[src/rtl/ram_fifo_ctrl_if.sv]
// Stream handshake bundle for ram_fifo_ctrl: byte write stream in, byte read stream out.
// master = upstream/downstream logic, slave = the FIFO controller.
interface ram_fifo_ctrl_if #(
    parameter int DATA_W = 8
);
    logic              wr_valid;
    logic [DATA_W-1:0] wr_data;
    logic              wr_ready;
    logic              rd_valid;
    logic [DATA_W-1:0] rd_data;
    logic              rd_ready;

    modport master (
        output wr_valid, wr_data, rd_ready,
        input  wr_ready, rd_valid, rd_data
    );

    modport slave (
        input  wr_valid, wr_data, rd_ready,
        output wr_ready, rd_valid, rd_data
    );
endinterface

[src/rtl/ram_fifo_ctrl.sv]
// FIFO controller for a single-port RAM with 1-cycle registered read, prefetching into a 1-entry output register.
// Optional synchronous flush input clr when FIFO_CLEAR_EN is defined.
module ram_fifo_ctrl #(
    parameter int DATA_W = 8,
    parameter int ADDR_W = 4
) (
    input  logic              clk,
    input  logic              rstn,
`ifdef FIFO_CLEAR_EN
    input  logic              clr,
`endif
    ram_fifo_ctrl_if.slave    bus,
    output logic              ram_we,
    output logic              ram_re,
    output logic [ADDR_W-1:0] ram_addr,
    output logic [DATA_W-1:0] ram_wdata,
    input  logic [DATA_W-1:0] ram_rdata,
    output logic [ADDR_W:0]   count,
    output logic              full,
    output logic              empty
);
    localparam int DEPTH = 2 ** ADDR_W;
    localparam logic [ADDR_W:0] DEPTH_CNT = (ADDR_W + 1)'(DEPTH);

    logic [ADDR_W-1:0] wr_ptr_reg, wr_ptr_next;
    logic [ADDR_W-1:0] rd_ptr_reg, rd_ptr_next;
    logic [ADDR_W:0]   ram_cnt_reg, ram_cnt_next;
    logic              rd_pend_reg, rd_pend_next;
    logic              out_valid_reg, out_valid_next;
    logic [DATA_W-1:0] out_data_reg, out_data_next;

    logic clr_act;
    logic pop;
    logic rd_issue;
    logic wr_ready;
    logic push;

`ifdef FIFO_CLEAR_EN
    assign clr_act = clr;
`else
    assign clr_act = 1'b0;
`endif

    // Reads win the single RAM port; the write side only gets cycles the prefetch does not need.
    assign pop      = out_valid_reg & bus.rd_ready;
    assign rd_issue = (ram_cnt_reg != '0) & ~rd_pend_reg & (~out_valid_reg | pop) & ~clr_act;
    assign wr_ready = rstn & (ram_cnt_reg != DEPTH_CNT) & ~rd_issue & ~clr_act;
    assign push     = bus.wr_valid & wr_ready;

    assign bus.wr_ready = wr_ready;
    assign bus.rd_valid = out_valid_reg;
    assign bus.rd_data  = out_data_reg;

    always_comb begin
        ram_we    = 1'b0;
        ram_re    = 1'b0;
        ram_addr  = rd_ptr_reg;
        ram_wdata = bus.wr_data;
        if (rd_issue) begin
            ram_re   = 1'b1;
            ram_addr = rd_ptr_reg;
        end else if (push) begin
            ram_we   = 1'b1;
            ram_addr = wr_ptr_reg;
        end
    end

    always_comb begin
        wr_ptr_next    = wr_ptr_reg;
        rd_ptr_next    = rd_ptr_reg;
        ram_cnt_next   = ram_cnt_reg;
        rd_pend_next   = rd_pend_reg;
        out_valid_next = out_valid_reg;
        out_data_next  = out_data_reg;
        if (clr_act) begin
            // Flush discards everything, including an in-flight read and the presented byte.
            wr_ptr_next    = '0;
            rd_ptr_next    = '0;
            ram_cnt_next   = '0;
            rd_pend_next   = 1'b0;
            out_valid_next = 1'b0;
        end else begin
            if (rd_issue) begin
                rd_ptr_next = rd_ptr_reg + 1'b1;
            end
            if (push) begin
                wr_ptr_next = wr_ptr_reg + 1'b1;
            end
            if (push) begin
                ram_cnt_next = ram_cnt_reg + 1'b1;
            end else if (rd_issue) begin
                ram_cnt_next = ram_cnt_reg - 1'b1;
            end
            // rd_issue is never set while rd_pend_reg is, so this also clears the pending flag.
            rd_pend_next = rd_issue;
            if (rd_pend_reg) begin
                out_valid_next = 1'b1;
                out_data_next  = ram_rdata;
            end else if (pop) begin
                out_valid_next = 1'b0;
            end
        end
    end

    always_ff @(posedge clk or negedge rstn) begin
        if (!rstn) begin
            wr_ptr_reg    <= '0;
            rd_ptr_reg    <= '0;
            ram_cnt_reg   <= '0;
            rd_pend_reg   <= 1'b0;
            out_valid_reg <= 1'b0;
            out_data_reg  <= '0;
        end else begin
            wr_ptr_reg    <= wr_ptr_next;
            rd_ptr_reg    <= rd_ptr_next;
            ram_cnt_reg   <= ram_cnt_next;
            rd_pend_reg   <= rd_pend_next;
            out_valid_reg <= out_valid_next;
            out_data_reg  <= out_data_next;
        end
    end

    // Occupancy counts bytes in RAM, the byte in flight and the presented byte.
    assign count = ram_cnt_reg
                 + {{ADDR_W{1'b0}}, rd_pend_reg}
                 + {{ADDR_W{1'b0}}, out_valid_reg};
    assign full  = (ram_cnt_reg == DEPTH_CNT);
    assign empty = (count == '0);

endmodule

[src/flat_wrapper.sv]
// flat-port wrapper written by rule: the top's interface ports become plain ports
module ram_fifo_ctrl_flat 
#(
    parameter int DATA_W = 8,
    parameter int ADDR_W = 4
)
  (clk, rstn, ram_we, ram_re, ram_addr, ram_wdata, ram_rdata, count, full, empty, bus_wr_valid, bus_wr_data, bus_rd_ready, bus_wr_ready, bus_rd_valid, bus_rd_data);
  ram_fifo_ctrl_if #(.DATA_W(DATA_W)) bus_i ();
  input  logic clk;
  input  logic rstn;
  output logic ram_we;
  output logic ram_re;
  output logic [ADDR_W-1:0] ram_addr;
  output logic [DATA_W-1:0] ram_wdata;
  input  logic [DATA_W-1:0] ram_rdata;
  output logic [ADDR_W:0] count;
  output logic full;
  output logic empty;
  input wire logic [$bits(bus_i.wr_valid)-1:0] bus_wr_valid;
  input wire logic [$bits(bus_i.wr_data)-1:0] bus_wr_data;
  input wire logic [$bits(bus_i.rd_ready)-1:0] bus_rd_ready;
  output wire logic [$bits(bus_i.wr_ready)-1:0] bus_wr_ready;
  output wire logic [$bits(bus_i.rd_valid)-1:0] bus_rd_valid;
  output wire logic [$bits(bus_i.rd_data)-1:0] bus_rd_data;
  assign bus_i.wr_valid = bus_wr_valid;
  assign bus_i.wr_data = bus_wr_data;
  assign bus_i.rd_ready = bus_rd_ready;
  assign bus_wr_ready = bus_i.wr_ready;
  assign bus_rd_valid = bus_i.rd_valid;
  assign bus_rd_data = bus_i.rd_data;
  ram_fifo_ctrl #(.DATA_W(DATA_W), .ADDR_W(ADDR_W)) u_core (.clk(clk), .rstn(rstn), .bus(bus_i), .ram_we(ram_we), .ram_re(ram_re), .ram_addr(ram_addr), .ram_wdata(ram_wdata), .ram_rdata(ram_rdata), .count(count), .full(full), .empty(empty));
endmodule
[config.mk]
export PLATFORM = sky130hd
export DESIGN_NAME = ram_fifo_ctrl_flat
export DESIGN_NICKNAME = d
export VERILOG_FILES = /design/src/rtl/ram_fifo_ctrl_if.sv /design/src/rtl/ram_fifo_ctrl.sv /design/src/flat_wrapper.sv
export SDC_FILE = /design/constraint.sdc
export NUM_CORES = 1
export LEC_CHECK = 0
export ABC_AREA = 1
export CORE_MARGIN = 2
export CORE_UTILIZATION = 40
export DETAILED_ROUTE_END_ITERATION = 6
export HOLD_SLACK_MARGIN = 0.15
export PLACE_DENSITY = 0.74
export REMOVE_ABC_BUFFERS = 1
export SYNTH_ARGS = -nofsm -noshare
export SYNTH_HDL_FRONTEND = slang
export SYNTH_SLANG_ARGS = --single-unit
export TNS_END_PERCENT = 30
[constraint.sdc]
create_clock -name clk -period 2.94 [get_ports clk]
set_input_delay 0.441 -clock clk [delete_from_list [all_inputs] [get_ports clk]]
set_output_delay 0.441 -clock clk [all_outputs]
set_load 0.01 [all_outputs]
==> results of run 1 <==
-- metal layers --
metal  global-route usage [%]  part of all wire, %  wire length, um
met5                        0                    0                0
met3                    4.412                  6.3              177
met1                    22.22                   46             1284
met4                    5.471                  1.2               34
met2                    27.52                   46             1293
-- worst paths after layout --
| check | startpoint | end | cells after the start |
|---|---|---|---|
| max | u_core.ram_cnt_reg[1] | ram_addr[1] | 8 |
| min | u_core.bus.rd_data[3] | u_core.bus.rd_data[3] | 2 |
| max reg2reg | u_core.ram_cnt_reg[1] | u_core.ram_cnt_reg[4] | 11 |
| min reg2reg | u_core.bus.rd_data[3] | u_core.bus.rd_data[3] | 2 |
| max in group asynchronous | rstn | u_core.ram_cnt_reg[0] | 2 |
| min in group asynchronous | rstn | u_core.bus.rd_valid | 2 |
-- what timing repair did --
item | 4_1_cts | 5_1_grt
pin swaps | 0 | 2
endpoints found under the setup margin | 1 | 2
setup buffers | 0 | 0
resized for setup | 1 | 6
-- placed cells by master (no fill, tap or decap) --
| cell | n |
|---|---|
| dfrtp_1 | 20 |
| nor2_1 | 5 |
| clkdlybuf4s50_1 | 33 |
| nor2_2 | 3 |
| inv_2 | 1 |
| buf_4 | 3 |
| nand4_1 | 2 |
| dlymetal6s2s_1 | 1 |
| nand3_4 | 1 |
| ha_1 | 6 |
| nand2_2 | 1 |
| dfrtp_2 | 3 |
| o21ai_2 | 3 |
| nand3_1 | 13 |
| a21oi_1 | 2 |
| inv_4 | 1 |
| clkinv_2 | 1 |
| o21ai_1 | 1 |
| nand2_1 | 56 |
| nand2_4 | 1 |
| xor2_1 | 6 |
| fa_1 | 2 |
| clkbuf_4 | 3 |
| nor3_1 | 1 |
| o21ai_0 | 1 |
| clkinv_1 | 1 |
| xnor2_1 | 3 |
| inv_1 | 15 |
-- area by class of cell --
cell class / instances / area share (%)
Sequential cell: 23 / 34.02
Clock buffer: 3 / 1.323
Multi-Input combinational cell: 107 / 35.56
Timing Repair Buffer: 37 / 21.45
Clock inverter: 1 / 0.2939
Tap cell: 44 / 3.233
Inverter: 18 / 4.115
-- power breakdown --
part           internal [mW]  leakage (nW)  total [mW]  switching, mW
Sequential             0.480         0.275       0.621          0.141
Clock                 0.0509        0.0177       0.150         0.0995
Combinational          0.640         0.567        1.30          0.661
Total                   1.17         0.859        2.07          0.901
-- logic make-up after synthesis --
group                    synth area share, %
AND/OR/NAND/NOR                        27.17
buffers and inverters                  11.32
flip-flops                             43.40
XOR/XNOR                               5.944
adder cells (fa/ha/maj)                8.679
AO/OA/AOI/OAI                          3.490
-- worst min-delay path: stages (launching register included) --
cell     delay, ns
dfrtp_1       0.36
nand2_1       0.05
nand2_1       0.05
==> impl_metrics.yaml, run 1 <==
status:
  status: "completed"
floorplanning:
  die_h_um: 61.58
  placeableCoreArea_um2: 3103
  rows: 20
  die_x_um: 61.58
  die_area_um2: 3792
  initial_core_util_pct: 42.74
  io_pins: 51
clocking:
  cts_root_buf: "clkbuf_4"
  hold_buffers: 0
  h-tree-depth: 1
  cts_sinks: 23
  clock_path_buffers: 2
  tritoncts: "yes"
  cts_buffers: 3
  clk_pin_slew_worst_paths_ns: 0.13
  clk_latency_ns: 0.32
yosys:
  synth_commonest_cells: "56 x nand2_1, 23 x dfrtp_1, 15 x inv_1"
  synth_cell_type_count: 23
  synth_area_leader_cell: "dfrtp_1"
  synthFlopType: "dfrtp_1"
  yosysSeqAreaShare_pct: 43.40
  synthCells: 158
  syn_area_um2: 1326
  ys_ff_latch: 23
  synthTopCellsByArea: "dfrtp_1 43%, nand2_1 16%, ha_1 5.7%"
  ys_async_sr_fraction_pct: 100.0
  yosys.cell_count.top_type: "nand2_1"
  yosysTopAreaCellShare_pct: 43.40
  yosysWarningCount: 0
  syn_area_per_cell_um2: 8.394
  synth_edf_count: 0
timing:
  worst_hold_slack_ns: 0.4849
  skew_ns: 0.007141
  fmax_mhz: 365.1
  tightest_slew_ns: 0.2951
  maxSlewViolCount: 0
  slew_headroom_pct: 80.33
  hold_viol: 0
  fin_tns_setup_ns: 0
  setup_viol: 0
  fin_crit_sh_pct: 93.16
  rsz0062_at_grt: "false"
  setup_slack_ns: 0.2010
  timing.final.crit_period_ns: 2.739
placed_design:
  io_buffers: 34
  placed_area_um2: 1662
  place_hpwl_mm: 2.183
  post-place-ws_ns: 0.2207
  gp_congestion: 0.8297
  dp.cells: 229
layout:
  stdcell_area_um2: 1703
  nNetsFinal: 218
  drive_above_1_share_pct: 11.11
  final_util_pct: 54.88
  ff_latch_area_um2: 579.3
  nFillCells: 319
  insertedDiodeCount: 0
  area_growth_syn_to_layout_pct: 28.40
  stdcell_count: 233
  multi_input_area_um2: 605.6
  largest_reg_flops: 8
route:
  wire_per_inst_um: 11.97
  routed_wl_mm: 2.790
  drc_errors: 0
  drt_iter0_markers: 50
  dr.pass1.iters: 4
  vias_per_cell: 4.609
  antenna_left: 0
  dr_total_vias: 1074
critical_path:
  worst-path-buf-inv: 2
  crit_slowest_cell: "clkdlybuf4s50_1"
  critPathKind: "flip-flop to output port"
  reg2reg_setup_slack_ns: 0.66
  cp_cell_sequence: "nor2_2, nand3_1, nand2_4, nand3_4, inv_4, nand2_1, nand2_1, clkdlybuf4s50_1"
  crit_path_frequent_cell: "nand2_1"
  cp_top_family: "simple AND/OR/NAND/NOR gates"
  critical_path_arrival_ns: 2.30
  cp-start-kind: "flip-flop"
  worstPathRequired_ns: 2.50
  cpPeakStageDelay_ns: 0.54
  cp-end-kind: "output port"
  crit_fanout: 18
global_routing:
  grt_pass1_wl_mm: 4.781
  grt_antenna_before_repair: 0
  grt_use_total_pct: 16.99
  grt_max_degree: 24
  grt_pass1_vias: 1078
  grt-ovfl-total: 0
hold_path:
  hold_path.class: "flip-flop to flip-flop"
power:
  p_per_area_nw_per_um2: 1217
  power_leakage_nw: 0.8593
  power_mw: 2.072
  vdd.ir_drop.worst_uv: 540.3
job:
  cap_violations: 0
(Power assumes the default switching activity.)
==> inputs of run 2 (changes only) <==
Settings changed: CORE_ASPECT_RATIO from default to 1.5.
==> run 2 against run 1 <==
  * Sequential power down 1%
  * Total power rose by 2.4%
  * Final cell count decreased by 1.7%
  * Hold slack lost 0.0075 ns
  * Flip-flop and latch count is the same
  * Clock skew is 0.0028 ns lower
  * Non-clock buffer count unchanged
  * Design area grew 0.22%
  * Critical path depth unchanged
  * Clock power rose by 34%
  * Wire length grew 6.3%
  * Utilization fell by 0.86 points
==> impl_metrics.yaml, run 2 (synthesized netlist as in run 1, its figures left out) <==
status:
  status: "completed"
timing:
  setup_slack_ns: 0.2174
  worst_hold_slack_ns: 0.4774
  hold_viol: 0
  maxSlewViolCount: 0
  slew_headroom_pct: 80.19
  fmax_mhz: 367.3
  tightest_slew_ns: 0.2972
  setup_viol: 0
  timing.final.crit_period_ns: 2.723
  fin_crit_sh_pct: 92.61
  rsz0062_at_grt: "false"
  skew_ns: 0.004369
  fin_tns_setup_ns: 0
global_routing:
  grt_pass1_vias: 1158
  grt_antenna_before_repair: 0
  grt_pass1_wl_mm: 4.933
  grt_use_total_pct: 17.23
  grt-ovfl-total: 0
  grt_max_degree: 24
critical_path:
  cp_cell_sequence: "nor2_1, nand3_1, nand2_4, nand3_4, inv_2, nand2_1, nand2_1, clkdlybuf4s50_1"
  worst-path-buf-inv: 2
  cp_top_family: "simple AND/OR/NAND/NOR gates"
  worstReg2RegStart: "u_core.ram_cnt_reg[2]"
  crit_slowest_cell: "clkdlybuf4s50_1"
  critical_path_arrival_ns: 2.28
  cpPeakStageDelay_ns: 0.53
  r2r_end: "u_core.ram_cnt_reg[4]"
  reg2reg_setup_slack_ns: 0.70
  crit_fanout: 18
  cp-start-kind: "flip-flop"
  r2r.worst_path.cells: 11
  crit_path_frequent_cell: "nand2_1"
  cp-end-kind: "output port"
  worstPathRequired_ns: 2.50
  critPathKind: "flip-flop to output port"
route:
  vias_per_cell: 4.821
  drt_iter0_markers: 20
  dr_total_vias: 1104
  drc_errors: 0
  wire_per_inst_um: 12.95
  routed_wl_mm: 2.965
  antenna_left: 0
  dr.pass1.iters: 4
placed_design:
  gp_congestion: 0.8767
  io_buffers: 34
  place_hpwl_mm: 2.265
  post-place-ws_ns: 0.2275
  dp.cells: 225
floorplanning:
  die_h_um: 74.53
  io_pins: 51
  placeableCoreArea_um2: 3159
  die_x_um: 51.02
  die_area_um2: 3802
  rows: 25
  initial_core_util_pct: 41.98
job:
  cap_violations: 0
clocking:
  clock_path_buffers: 2
  clk_latency_ns: 0.27
  cts_sinks: 23
  cts_root_buf: "clkbuf_8"
  clk_pin_slew_worst_paths_ns: 0.08
  tritoncts: "yes"
  hold_buffers: 0
  cts_buffers: 3
  h-tree-depth: 1
power:
  p_per_area_nw_per_um2: 1243
  vdd.ir_drop.worst_uv: 598.7
  power_mw: 2.121
  power_leakage_nw: 0.8693
hold_path:
  hold_end: "u_core.bus.rd_data[5]"
  hp-start: "u_core.bus.rd_data[5]"
  hold_path.class: "flip-flop to flip-flop"
  hold_depth: 2
layout:
  drive_above_1_share_pct: 8.995
  insertedDiodeCount: 0
  final_common_cell: "nand2_1"
  area_growth_syn_to_layout_pct: 28.68
  nNetsFinal: 218
  layout_common_cells: "56 x nand2_1, 33 x clkdlybuf4s50_1, 22 x dfrtp_1"
  largest_reg_flops: 8
  stdcell_count: 229
==> run 2: changes by cell type in the layout (fill, tap and decap cells not counted) <==
cell and delta:
inv_2 +1, nor2_2 -2, dfrtp_2 -2, nor2_1 +2, clkbuf_8 +3, clkbuf_4 -3
dfrtp_1 +2, inv_4 -1
==> run 2: cell type report <==
| class | count | area [um^2] |
|---|---|---|
| repair buffers | 37 | 365.4 |
| multi-input cells | 107 | 600.6 |
| fillers | 291 | 1453 |
| clock buffers | 3 | 41.29 |
| inverters | 18 | 67.56 |
| well taps | 40 | 50.05 |
| clock inverters | 1 | 5.005 |
| flip-flops and latches | 23 | 576.8 |
==> run 2: timing repair <==
action,CTS,global route
endpoints found under the setup margin,0,1
setup buffers,0,0
resized for setup,0,2
==> run 2: per-layer routing <==
metal | wire [um] | part of all wire, % | global-route usage [%] | up-vias
li1 | - | - | - | 545
met1 | 1153 | 39 | 18.13 | 504
met2 | 1542 | 52 | 31.17 | 46
met3 | 167 | 5.6 | 3.614 | 9
met4 | 102 | 3.4 | 10.21 | 0
met5 | 0 | 0 | 0 | -
==> run 2: worst max path at each step <==
stage                          start           to  slack, ns  cells after the start
2_1_floorplan     u_core.rd_pend_reg        empty       0.54                      7
3_3_place_gp            bus_rd_ready  ram_addr[1]       0.29                      9
3_5_place_dp            bus_rd_ready  ram_addr[1]       0.23                      9
4_1_cts        u_core.ram_cnt_reg[0]        empty       0.04                      8
5_1_grt        u_core.ram_cnt_reg[1]  ram_addr[1]      0.009                      8
6_report       u_core.ram_cnt_reg[2]  ram_addr[1]       0.22                      8
==> run 2: where the power goes <==
part	switching (mW)	internal, mW	leakage (nW)
logic	0.669	0.637	0.567
clock network	0.106	0.0949	0.0255
registers	0.136	0.479	0.277
total	0.911	1.21	0.869
==> run 2: tightest hold or removal path, cell delays in order, from the launching register on <==
cell,delay [ns]
dfrtp_1,0.35
nand2_1,0.05
nand2_1,0.05
==> run 2: through the flow <==
step | util (%) | cell area (um^2)
after CTS | 53.90 | 1703
after floorplan | - | 1244
final | 54.02 | 1707
after detailed placement | 52.44 | 1657
after global routing | 54.02 | 1707
after global placement | 52.44 | 1657
